**src/rtl/mouse_init_sequencer.sv**
```systemverilog
// PS/2 mouse bring-up sequencer: reset/ID handshake, enable streaming,
// then frame incoming 3-byte movement packets.
module mouse_init_sequencer #(
  parameter int unsigned TIMEOUT_CYC  = 25_000_000,
  parameter int unsigned BYTE_GAP_CYC = 100_000,
  parameter int unsigned MAX_RETRY    = 3
) (
  input  logic       qzt_clk,
  input  logic       rst,
  input  logic       restart,
  output logic [7:0] tx_data,
  output logic       tx_req,
  input  logic       tx_done,
  input  logic [7:0] rx_data,
  input  logic       rx_valid,
  output logic [7:0] status_pck_1,
  output logic [7:0] xm_pck_2,
  output logic [7:0] ym_pck_3,
  output logic       pkt_valid,
  output logic       init_done,
  output logic       init_error,
  output logic [3:0] state_dbg
);

  localparam int unsigned CNT_MAX = (TIMEOUT_CYC > BYTE_GAP_CYC) ? TIMEOUT_CYC : BYTE_GAP_CYC;
  localparam int unsigned CNT_W   = $clog2(CNT_MAX + 1);
  localparam int unsigned RTY_W   = $clog2(MAX_RETRY + 2);

  localparam logic [7:0] CMD_RESET  = 8'hFF;
  localparam logic [7:0] CMD_ENABLE = 8'hF4;
  localparam logic [7:0] RSP_ACK    = 8'hFA;
  localparam logic [7:0] RSP_BAT    = 8'hAA;
  localparam logic [7:0] RSP_ID     = 8'h00;

  typedef enum logic [3:0] {
    S_SEND_RST  = 4'd0,
    S_WAIT_ACK1 = 4'd1,
    S_WAIT_BAT  = 4'd2,
    S_WAIT_ID   = 4'd3,
    S_SEND_EN   = 4'd4,
    S_WAIT_ACK2 = 4'd5,
    S_B1        = 4'd6,
    S_B2        = 4'd7,
    S_B3        = 4'd8,
    S_FAIL      = 4'd15
  } state_e;

  state_e             state_q, state_d;
  logic [RTY_W-1:0]   retry_q, retry_d;
  logic [CNT_W-1:0]   cnt_q, cnt_d;
  logic               sent_q, sent_d;
  logic               tx_req_q, tx_req_d;
  logic [7:0]         tx_data_q, tx_data_d;
  logic [7:0]         sh1_q, sh1_d;
  logic [7:0]         sh2_q, sh2_d;
  logic [7:0]         status_q, status_d;
  logic [7:0]         xm_q, xm_d;
  logic [7:0]         ym_q, ym_d;
  logic               pkt_valid_q, pkt_valid_d;
  logic               init_done_q, init_done_d;
  logic               init_error_q, init_error_d;
  logic               fail_c;
  logic               timeout_c;
  logic               gap_exp_c;
  logic               count_en_c;

  // Wait-limit comparisons on the shared idle counter
  always_comb begin
    timeout_c = (cnt_q == CNT_W'(TIMEOUT_CYC - 1));
    gap_exp_c = (cnt_q == CNT_W'(BYTE_GAP_CYC));
  end

  // Next-state, retry, packet framing and output computation
  always_comb begin
    state_d      = state_q;
    retry_d      = retry_q;
    cnt_d        = cnt_q;
    sent_d       = sent_q;
    tx_req_d     = 1'b0;
    tx_data_d    = tx_data_q;
    sh1_d        = sh1_q;
    sh2_d        = sh2_q;
    status_d     = status_q;
    xm_d         = xm_q;
    ym_d         = ym_q;
    pkt_valid_d  = 1'b0;
    fail_c       = 1'b0;
    count_en_c   = 1'b0;

    if (restart) begin
      state_d = S_SEND_RST;
      retry_d = '0;
      sent_d  = 1'b0;
    end else begin
      case (state_q)
        S_SEND_RST: begin
          if (!sent_q) begin
            tx_req_d  = 1'b1;
            tx_data_d = CMD_RESET;
            sent_d    = 1'b1;
          end else if (tx_done) begin
            state_d = S_WAIT_ACK1;
            sent_d  = 1'b0;
          end
        end
        S_WAIT_ACK1: begin
          count_en_c = 1'b1;
          if (rx_valid) begin
            if (rx_data == RSP_ACK) state_d = S_WAIT_BAT;
            else                    fail_c  = 1'b1;
          end else if (timeout_c) begin
            fail_c = 1'b1;
          end
        end
        S_WAIT_BAT: begin
          count_en_c = 1'b1;
          if (rx_valid) begin
            if (rx_data == RSP_BAT) state_d = S_WAIT_ID;
            else                    fail_c  = 1'b1;
          end else if (timeout_c) begin
            fail_c = 1'b1;
          end
        end
        S_WAIT_ID: begin
          count_en_c = 1'b1;
          if (rx_valid) begin
            if (rx_data == RSP_ID) state_d = S_SEND_EN;
            else                   fail_c  = 1'b1;
          end else if (timeout_c) begin
            fail_c = 1'b1;
          end
        end
        S_SEND_EN: begin
          if (!sent_q) begin
            tx_req_d  = 1'b1;
            tx_data_d = CMD_ENABLE;
            sent_d    = 1'b1;
          end else if (tx_done) begin
            state_d = S_WAIT_ACK2;
            sent_d  = 1'b0;
          end
        end
        S_WAIT_ACK2: begin
          count_en_c = 1'b1;
          if (rx_valid) begin
            if (rx_data == RSP_ACK) state_d = S_B1;
            else                    fail_c  = 1'b1;
          end else if (timeout_c) begin
            fail_c = 1'b1;
          end
        end
        S_B1: begin
          // Bit 3 of the status byte is always set; use it to resync
          if (rx_valid && rx_data[3]) begin
            sh1_d   = rx_data;
            state_d = S_B2;
          end
        end
        S_B2: begin
          count_en_c = 1'b1;
          if (rx_valid) begin
            sh2_d   = rx_data;
            state_d = S_B3;
          end else if (gap_exp_c) begin
            state_d = S_B1;
          end
        end
        S_B3: begin
          count_en_c = 1'b1;
          if (rx_valid) begin
            status_d    = sh1_q;
            xm_d        = sh2_q;
            ym_d        = rx_data;
            pkt_valid_d = 1'b1;
            state_d     = S_B1;
          end else if (gap_exp_c) begin
            state_d = S_B1;
          end
        end
        S_FAIL: begin
          state_d = S_FAIL;
        end
        default: begin
          state_d = S_SEND_RST;
          sent_d  = 1'b0;
        end
      endcase

      if (fail_c) begin
        sent_d = 1'b0;
        if (retry_q >= RTY_W'(MAX_RETRY)) begin
          state_d = S_FAIL;
        end else begin
          retry_d = retry_q + RTY_W'(1);
          state_d = S_SEND_RST;
        end
      end
    end

    if (restart || rx_valid || (state_d != state_q)) cnt_d = '0;
    else if (count_en_c)                             cnt_d = cnt_q + CNT_W'(1);

    init_done_d  = (state_d == S_B1) || (state_d == S_B2) || (state_d == S_B3);
    init_error_d = (state_d == S_FAIL);
  end

  // State and output registers
  always_ff @(posedge qzt_clk or posedge rst) begin
    if (rst) begin
      state_q      <= S_SEND_RST;
      retry_q      <= '0;
      cnt_q        <= '0;
      sent_q       <= 1'b0;
      tx_req_q     <= 1'b0;
      tx_data_q    <= CMD_RESET;
      sh1_q        <= 8'h00;
      sh2_q        <= 8'h00;
      status_q     <= 8'h00;
      xm_q         <= 8'h00;
      ym_q         <= 8'h00;
      pkt_valid_q  <= 1'b0;
      init_done_q  <= 1'b0;
      init_error_q <= 1'b0;
    end else begin
      state_q      <= state_d;
      retry_q      <= retry_d;
      cnt_q        <= cnt_d;
      sent_q       <= sent_d;
      tx_req_q     <= tx_req_d;
      tx_data_q    <= tx_data_d;
      sh1_q        <= sh1_d;
      sh2_q        <= sh2_d;
      status_q     <= status_d;
      xm_q         <= xm_d;
      ym_q         <= ym_d;
      pkt_valid_q  <= pkt_valid_d;
      init_done_q  <= init_done_d;
      init_error_q <= init_error_d;
    end
  end

  assign tx_data      = tx_data_q;
  assign tx_req       = tx_req_q;
  assign status_pck_1 = status_q;
  assign xm_pck_2     = xm_q;
  assign ym_pck_3     = ym_q;
  assign pkt_valid    = pkt_valid_q;
  assign init_done    = init_done_q;
  assign init_error   = init_error_q;
  assign state_dbg    = state_q;

endmodule
```
**config.mk**
```make
export PLATFORM = sky130hd
export DESIGN_NAME = mouse_init_sequencer
export DESIGN_NICKNAME = d
export VERILOG_FILES = /design/src/rtl/mouse_init_sequencer.sv
export SDC_FILE = /design/constraint.sdc
export NUM_CORES = 1
export LEC_CHECK = 0
export ABC_CLOCK_PERIOD_IN_PS = 3530
export BUFFER_PORTS_ARGS = -buffer_cell sky130_fd_sc_hd__buf_2
export CAP_MARGIN = 20
export CORE_UTILIZATION = 55
export CTS_CLUSTER_SIZE = 24
export DETAILED_ROUTE_END_ITERATION = 8
export PLACE_DENSITY = 0.76
export SLEW_MARGIN = 20
export SYNTH_ARGS = -nofsm -noshare
export SYNTH_HDL_FRONTEND = slang
export SYNTH_SLANG_ARGS = --single-unit
```
**constraint.sdc**
```tcl
create_clock -name qzt_clk -period 3.53 [get_ports qzt_clk]
set_input_delay 0.353 -clock qzt_clk [delete_from_list [all_inputs] [get_ports qzt_clk]]
set_output_delay 0.353 -clock qzt_clk [all_outputs]
set_load 0.02 [all_outputs]
```
==> impl_metrics.yaml, run 1 <==
yosys:
  async_flop_share_pct: 100
  synth_compound_area_share_pct: 10.2
  synth-xor-area-share_pct: 4.95
  synth_top_family_by_area: "simple AND/OR/NAND/NOR gates"
  synth_top_area_cell: "dfrtp_1"
  synthCells: 420
  yosys.cell_types.count: 70
  syn-cell-area_sq_um: 4250
  ys.flop_type: "dfrtp_1"
  synthAdderAreaFrac_pct: 1.18
  synth_common_cells: "nand2_1 (95), dfrtp_1 (77), nor2_1 (28)"
  synthSimpleGateAreaFrac_pct: 27.8
  synthMuxAreaShare_pct: 4.95
  synth_most_common_cell: "nand2_1"
  yosysWarnings: 0
  synth.area.top_cells: "dfrtp_1 (45%), nand2_1 (8.4%), nor3_2 (4.5%)"
  synth-edff-count: 0
  synth_top_cell_area_share_pct: 45.3
  ys_seq_elements: 78
  ys_seq_area_share_pct: 46.0
  avgSynthCellArea_sq_um: 10.1
floorplanning:
  die_x_um: 89.9
  fp-row-count: 31
  die_h_um: 89.9
  start_util_pct: 57.7
  dieArea_sq_um: 8080
  core_region_area_sq_um: 7370
  io_pins: 53
global_route:
  grt_pass1_wl_mm: 15.2
  grt_use_total_pct: 23.4
  grt_pass1_vias: 3140
  grt_overflow: 0
  antenna_found_initial: 0
  grt_max_degree: 79
setup_path:
  cp_slowest_cell: "dfrtp_1"
  reg2reg_slack_ns: 0.40
  crit_family: "compound AO/OA/AOI/OAI gates"
  cp_num_buf_inv: 1
  worst_path_largest_cell_delay_ns: 0.74
  reg2reg_from: "state_dbg[3]"
  startpoint_type: "flop"
  critPathRequiredTime_ns: 3.75
  critical_path.max_fanout: 25
  crit_type: "flop to flop"
  end_kind: "flop"
  worstReg2RegEnd: "cnt_q[7]"
  r2r_cells: 7
  path_cells: "or4b_1 -> a221oi_2 -> a221o_1 -> o32ai_2 -> o211ai_4 -> buf_4 -> nor3b_1"
  cp_data_arrival_time_ns: 3.35
clock_network:
  h-tree-depth: 3
  cts_made_buffers: 9
  root_buffer: "clkbuf_8"
  cts-hold-fix-buffers: 0
  cts_tree: "yes"
  postCtsSetupBuffers: 0
  clock_path_buffers: 2
  clock-sinks: 78
  cts.repair.resized: 0
  worstSkewPairLatency_ns: 0.36
  clk_pin_slew_ns: 0.09
layout:
  stdcell_area_sq_um: 4680
  final-instance-count-excl-fill: 565
  nets: 478
  drive_gt1_share_pct: 26.8
  diodes: 0
  fillCellCount: 651
  syn_to_final_growth_pct: 10.2
detailed_routing:
  drc: 0
  post_drt_wl_per_cell_um: 15.6
  first_pass_iters: 4
  via_per_inst: 5.70
  drt-total-wl_mm: 8.81
  vias: 3223
  drt_iter0_drc: 242
  detail-route-antenna-nets: 0
run:
  maxCapViolations: 0
timing:
  rsz0062_at_grt: "false"
  relSlewSlack_pct: 36.1
  report.final.slew_viol_count: 0
  final-hold-violation-count: 0
  setup_tns_ns: 0
  min_period_ns: 3.13
  max_freq_mhz: 320
  max_slew.worst_pin.slew_ns: 0.951
  finalSetupViolCount: 0
  finalCritPeriodShare_pct: 88.5
  finalClockSkew_ns: 0.00721
  hold_ws_ns: 0.256
pwr:
  powerDensity_nw_per_um2: 667
  p_leak_uw: 0.00213
  total_power_uw: 3120
  vdd_drop_max_uv: 354
place:
  hpwlAfterDp_mm: 5.96
  gp_congestion: 0.904
  dp_cells: 549
  post_dp_cell_area_sq_um: 4480
  port_buffers: 47
min_path:
  worstHoldPathType: "input port to asynchronous set/reset pin"
outcome:
  status: "completed"
-- cells in the final DEF, fill, tap and decap left out, types with 3 or more instances in the layout --
cell and count:
nor3b_1 4, nand4_1 10, conb_1 5, nand3_1 7, a211oi_1 3, mux2_2 15
mux2i_1 3, and2_1 5, nand2_1 95, nor3_1 9, nor4_1 5, ha_1 4
and3_1 3, xnor2_1 11, nand2b_1 5, or2_2 3, buf_2 47, buf_4 5
xor2_1 13, nor2_1 28, and4_1 4, o21ai_0 5, dfrtp_1 77, inv_1 7
clkbuf_8 9, a21oi_1 4, nor3_2 19, a31oi_1 3
-- worst max path at each step --
stage,startpoint,to,slack (ns),depth (start not counted)
2_1_floorplan,state_dbg[3],cnt_q[14],0.95,9
3_3_place_gp,state_dbg[3],cnt_q[5],0.54,7
3_5_place_dp,state_dbg[3],cnt_q[7],0.46,7
4_1_cts,state_dbg[3],cnt_q[7],0.45,7
5_1_grt,state_dbg[3],cnt_q[7],0.24,7
6_report,state_dbg[3],cnt_q[7],0.40,7
-- registers in the layout, indices dropped and copies added, names as in the netlist, 3 cells and up --
name and count:
ym_pck_3 8, status_pck_1 8, sh1_q 8, retry_q 3, cnt_q 25, xm_pck_2 8
state_dbg 4, sh2_q 8
-- kinds of logic after synthesis --
family,count (synthesis)
compound gates,42
buf+inv,35
other cells,1
mux,19
simple gates,217
flops,78
xor+xnor,24
fa+ha+maj,4
-- where the power goes --
part / leakage, uW / internal (uW) / switching [uW] / total (uW)
Sequential: 0.00107 / 1060 / 154 / 1210
Clock: 0.0000931 / 332 / 347 / 679
Combinational: 0.000975 / 422 / 807 / 1230
-- final cells by class --
class	instances	area [sq um]	share of cell area [%]
Clock buffer	10	128	2.73
Multi-Input combinational cell	311	2100	44.9
Clock inverter	6	71.3	1.52
Sequential cell	78	1950	41.7
Inverter	9	33.8	0.721
Timing Repair Buffer	52	273	5.82
Tap cell	99	124	2.64
-- through the flow --
stage               utilization (%)  worst slack, ns
floorplan                         -            0.954
global placement               60.8            0.544
detailed placement             60.8            0.463
CTS                            63.5            0.451
global route                   63.5            0.240
finish                         63.5            0.405
-- routing by layer --
metal / global-route usage, % / routed length (um) / vias up
met2: 37.1 / 4020 / 82
met3: 4.15 / 413 / 11
met5: 0 / 0 / -
met4: 8.87 / 104 / 0
met1: 32.2 / 4280 / 1593
li1: - / - / 1537
-- worst min-delay path, delay by kind of cell --
family,cells,cell delay (ns)
buffers and inverters,3,0.84
Note: power is estimated with default switching activity, not from simulation.
==> run 2, diff against run 1 <==
CORE_ASPECT_RATIO = 0.8   (was unset)
GPL_ROUTABILITY_DRIVEN = 0   (was unset)
==> run 2 against run 1 <==
Effect of this change:
- combinational power is essentially flat
- via count is 0.62% lower
- utilization down 0.17 points
- flip-flop and latch count unchanged
- sequential share of layout area shrank 0.21 points
- clock power up 5.3%
==> impl_metrics.yaml, run 2 (same netlist as run 1, synthesis figures left out) <==
clock_network:
  cts-hold-fix-buffers: 0
  h-tree-depth: 3
  cts.repair.resized: 0
  clock_path_buffers: 2
  postCtsSetupBuffers: 0
  clock-sinks: 78
  worstSkewPairLatency_ns: 0.35
  clk_pin_slew_ns: 0.08
  cts_made_buffers: 9
  root_buffer: "clkbuf_8"
  cts_tree: "yes"
detailed_routing:
  first_pass_iters: 5
  drt-total-wl_mm: 8.64
  drt_iter0_drc: 199
  post_drt_wl_per_cell_um: 15.1
  vias: 3203
  via_per_inst: 5.60
  drc: 0
  detail-route-antenna-nets: 0
place:
  dp_slack_ns: 0.538
  hpwlAfterDp_mm: 5.94
  port_buffers: 47
floorplanning:
  die_h_um: 80.6
  start_util_pct: 57.2
  fp-row-count: 28
  dieArea_sq_um: 8090
  core_region_area_sq_um: 7430
  io_pins: 53
  die_x_um: 100
pwr:
  total_power_uw: 3150
  p_clk_share_pct: 22.7
  switchingPower_uw: 1270
  powerDensity_nw_per_um2: 670
  p_leak_uw: 0.00215
  intPower_uw: 1880
  vdd_drop_max_uv: 402
  p_sw_share_pct: 40.3
  p_seq_share_pct: 38.4
  comb_power_share_pct: 38.9
layout:
  syn_to_final_growth_pct: 10.7
  diodes: 0
  nets: 479
  largest_reg_flops: 25
  final_common_cell: "nand2_1"
  mostFrequentLayoutCells: "nand2_1 (95), dfrtp_1 (77), buf_2 (47)"
  drive_gt1_share_pct: 26.6
  fillCellCount: 614
  regArea_sq_um: 1950
  final_core_util_pct: 63.4
  multi_input_area_sq_um: 2100
  top_register: "cnt_q"
timing:
  finalCritPeriodShare_pct: 86.7
  finalSetupViolCount: 0
  min_period_ns: 3.06
  rsz0062_at_grt: "false"
  report.final.slew_viol_count: 0
  max_freq_mhz: 327
  setup_tns_ns: 0
  setup_slack_ns: 0.470
  finalClockSkew_ns: 0.0122
  max_slew.worst_pin.slew_ns: 1.01
  relSlewSlack_pct: 31.9
  hold_ws_ns: 0.255
  final-hold-violation-count: 0
setup_path:
  critical_path.max_fanout: 25
  worstReg2RegEnd: "cnt_q[8]"
  path_cells: "or4b_1 -> a221oi_2 -> a221o_1 -> o32ai_2 -> o211ai_4 -> buf_4 -> nor3b_1"
  reg2reg_slack_ns: 0.47
  worst_path_largest_cell_delay_ns: 0.76
  startpoint_type: "flop"
  cp_data_arrival_time_ns: 3.29
  r2r_cells: 7
  crit_type: "flop to flop"
  end_kind: "flop"
  cp_slowest_cell: "dfrtp_1"
  reg2reg_from: "state_dbg[3]"
  critPathRequiredTime_ns: 3.76
min_path:
  min_to: "ym_pck_3[5]"
  worstHoldPathType: "input port to flop"
  min-delay-start: "rx_data[5]"
  hold_depth: 3
global_route:
  grt_max_degree: 79
  grt_pass1_wl_mm: 14.5
  grt_use_total_pct: 23.4
  antenna_found_initial: 0
  grt_pass1_vias: 2983
  grt_overflow: 0
run:
  maxCapViolations: 0
outcome:
  status: "completed"
-- run 2: cell types whose count changed in the layout (fill, tap and decap cells not counted), sizes merged --
cell / change
clkbuf: +2
buf: +1
bufinv: +1
clkinv: -1
clkinvlp: -1
inv: -1
-- run 2: how the worst max path moves through the flow --
| stage | start | end | cells past startpoint |
|---|---|---|---|
| finish | state_dbg[3] | cnt_q[8] | 7 |
| global route | state_dbg[3] | cnt_q[5] | 7 |
| CTS | state_dbg[3] | cnt_q[2] | 7 |
| detailed placement | state_dbg[3] | cnt_q[5] | 7 |
| global placement | state_dbg[3] | cnt_q[8] | 7 |
| floorplan | state_dbg[3] | cnt_q[14] | 9 |
-- run 2: area by class of cell --
cell class	count	share of cell area (%)
Clock inverter	4	1.54
Tap cell	105	2.79
Multi-Input combinational cell	311	44.6
Sequential cell	78	41.5
Inverter	9	0.718
Clock buffer	12	2.87
Timing Repair Buffer	53	5.95
-- run 2: per-stage QoR --
| step | cell area (sq um) | instances |
|---|---|---|
| floorplan | 4270 | 424 |
| global placement | 4500 | 556 |
| detailed placement | 4500 | 556 |
| CTS | 4710 | 572 |
| global route | 4710 | 572 |
| finish | 4710 | 572 |
-- run 2: power by group through the flow --
| stage | Sequential, uW | Clock (uW) | Combinational [uW] |
|---|---|---|---|
| 6_report | 1210 | 715 | 1230 |
| 2_1_floorplan | 1310 | 0 | 916 |
| 4_1_cts | 1210 | 733 | 1230 |
| 3_3_place_gp | 1210 | 0 | 1210 |
| 5_1_grt | 1240 | 770 | 1330 |
| 3_5_place_dp | 1220 | 0 | 1220 |
-- run 2: critical path: cells and delay by family, from the launching register on --
family / cells / cell delay, ns
and+or+nand+nor: 2 / 0.81
AOI/OAI and AO/OA: 4 / 0.97
DFF: 1 / 0.76
buffers and inverters: 1 / 0.39
-- run 2: layer usage --
layer | part of all wire (%) | GRT usage [%] | vias up
met5 | 0 | 0 | -
met4 | 1.1 | 6.81 | 0
li1 | - | - | 1543
met3 | 5.7 | 6.27 | 11
met1 | 49 | 33.8 | 1552
met2 | 45 | 34.3 | 97
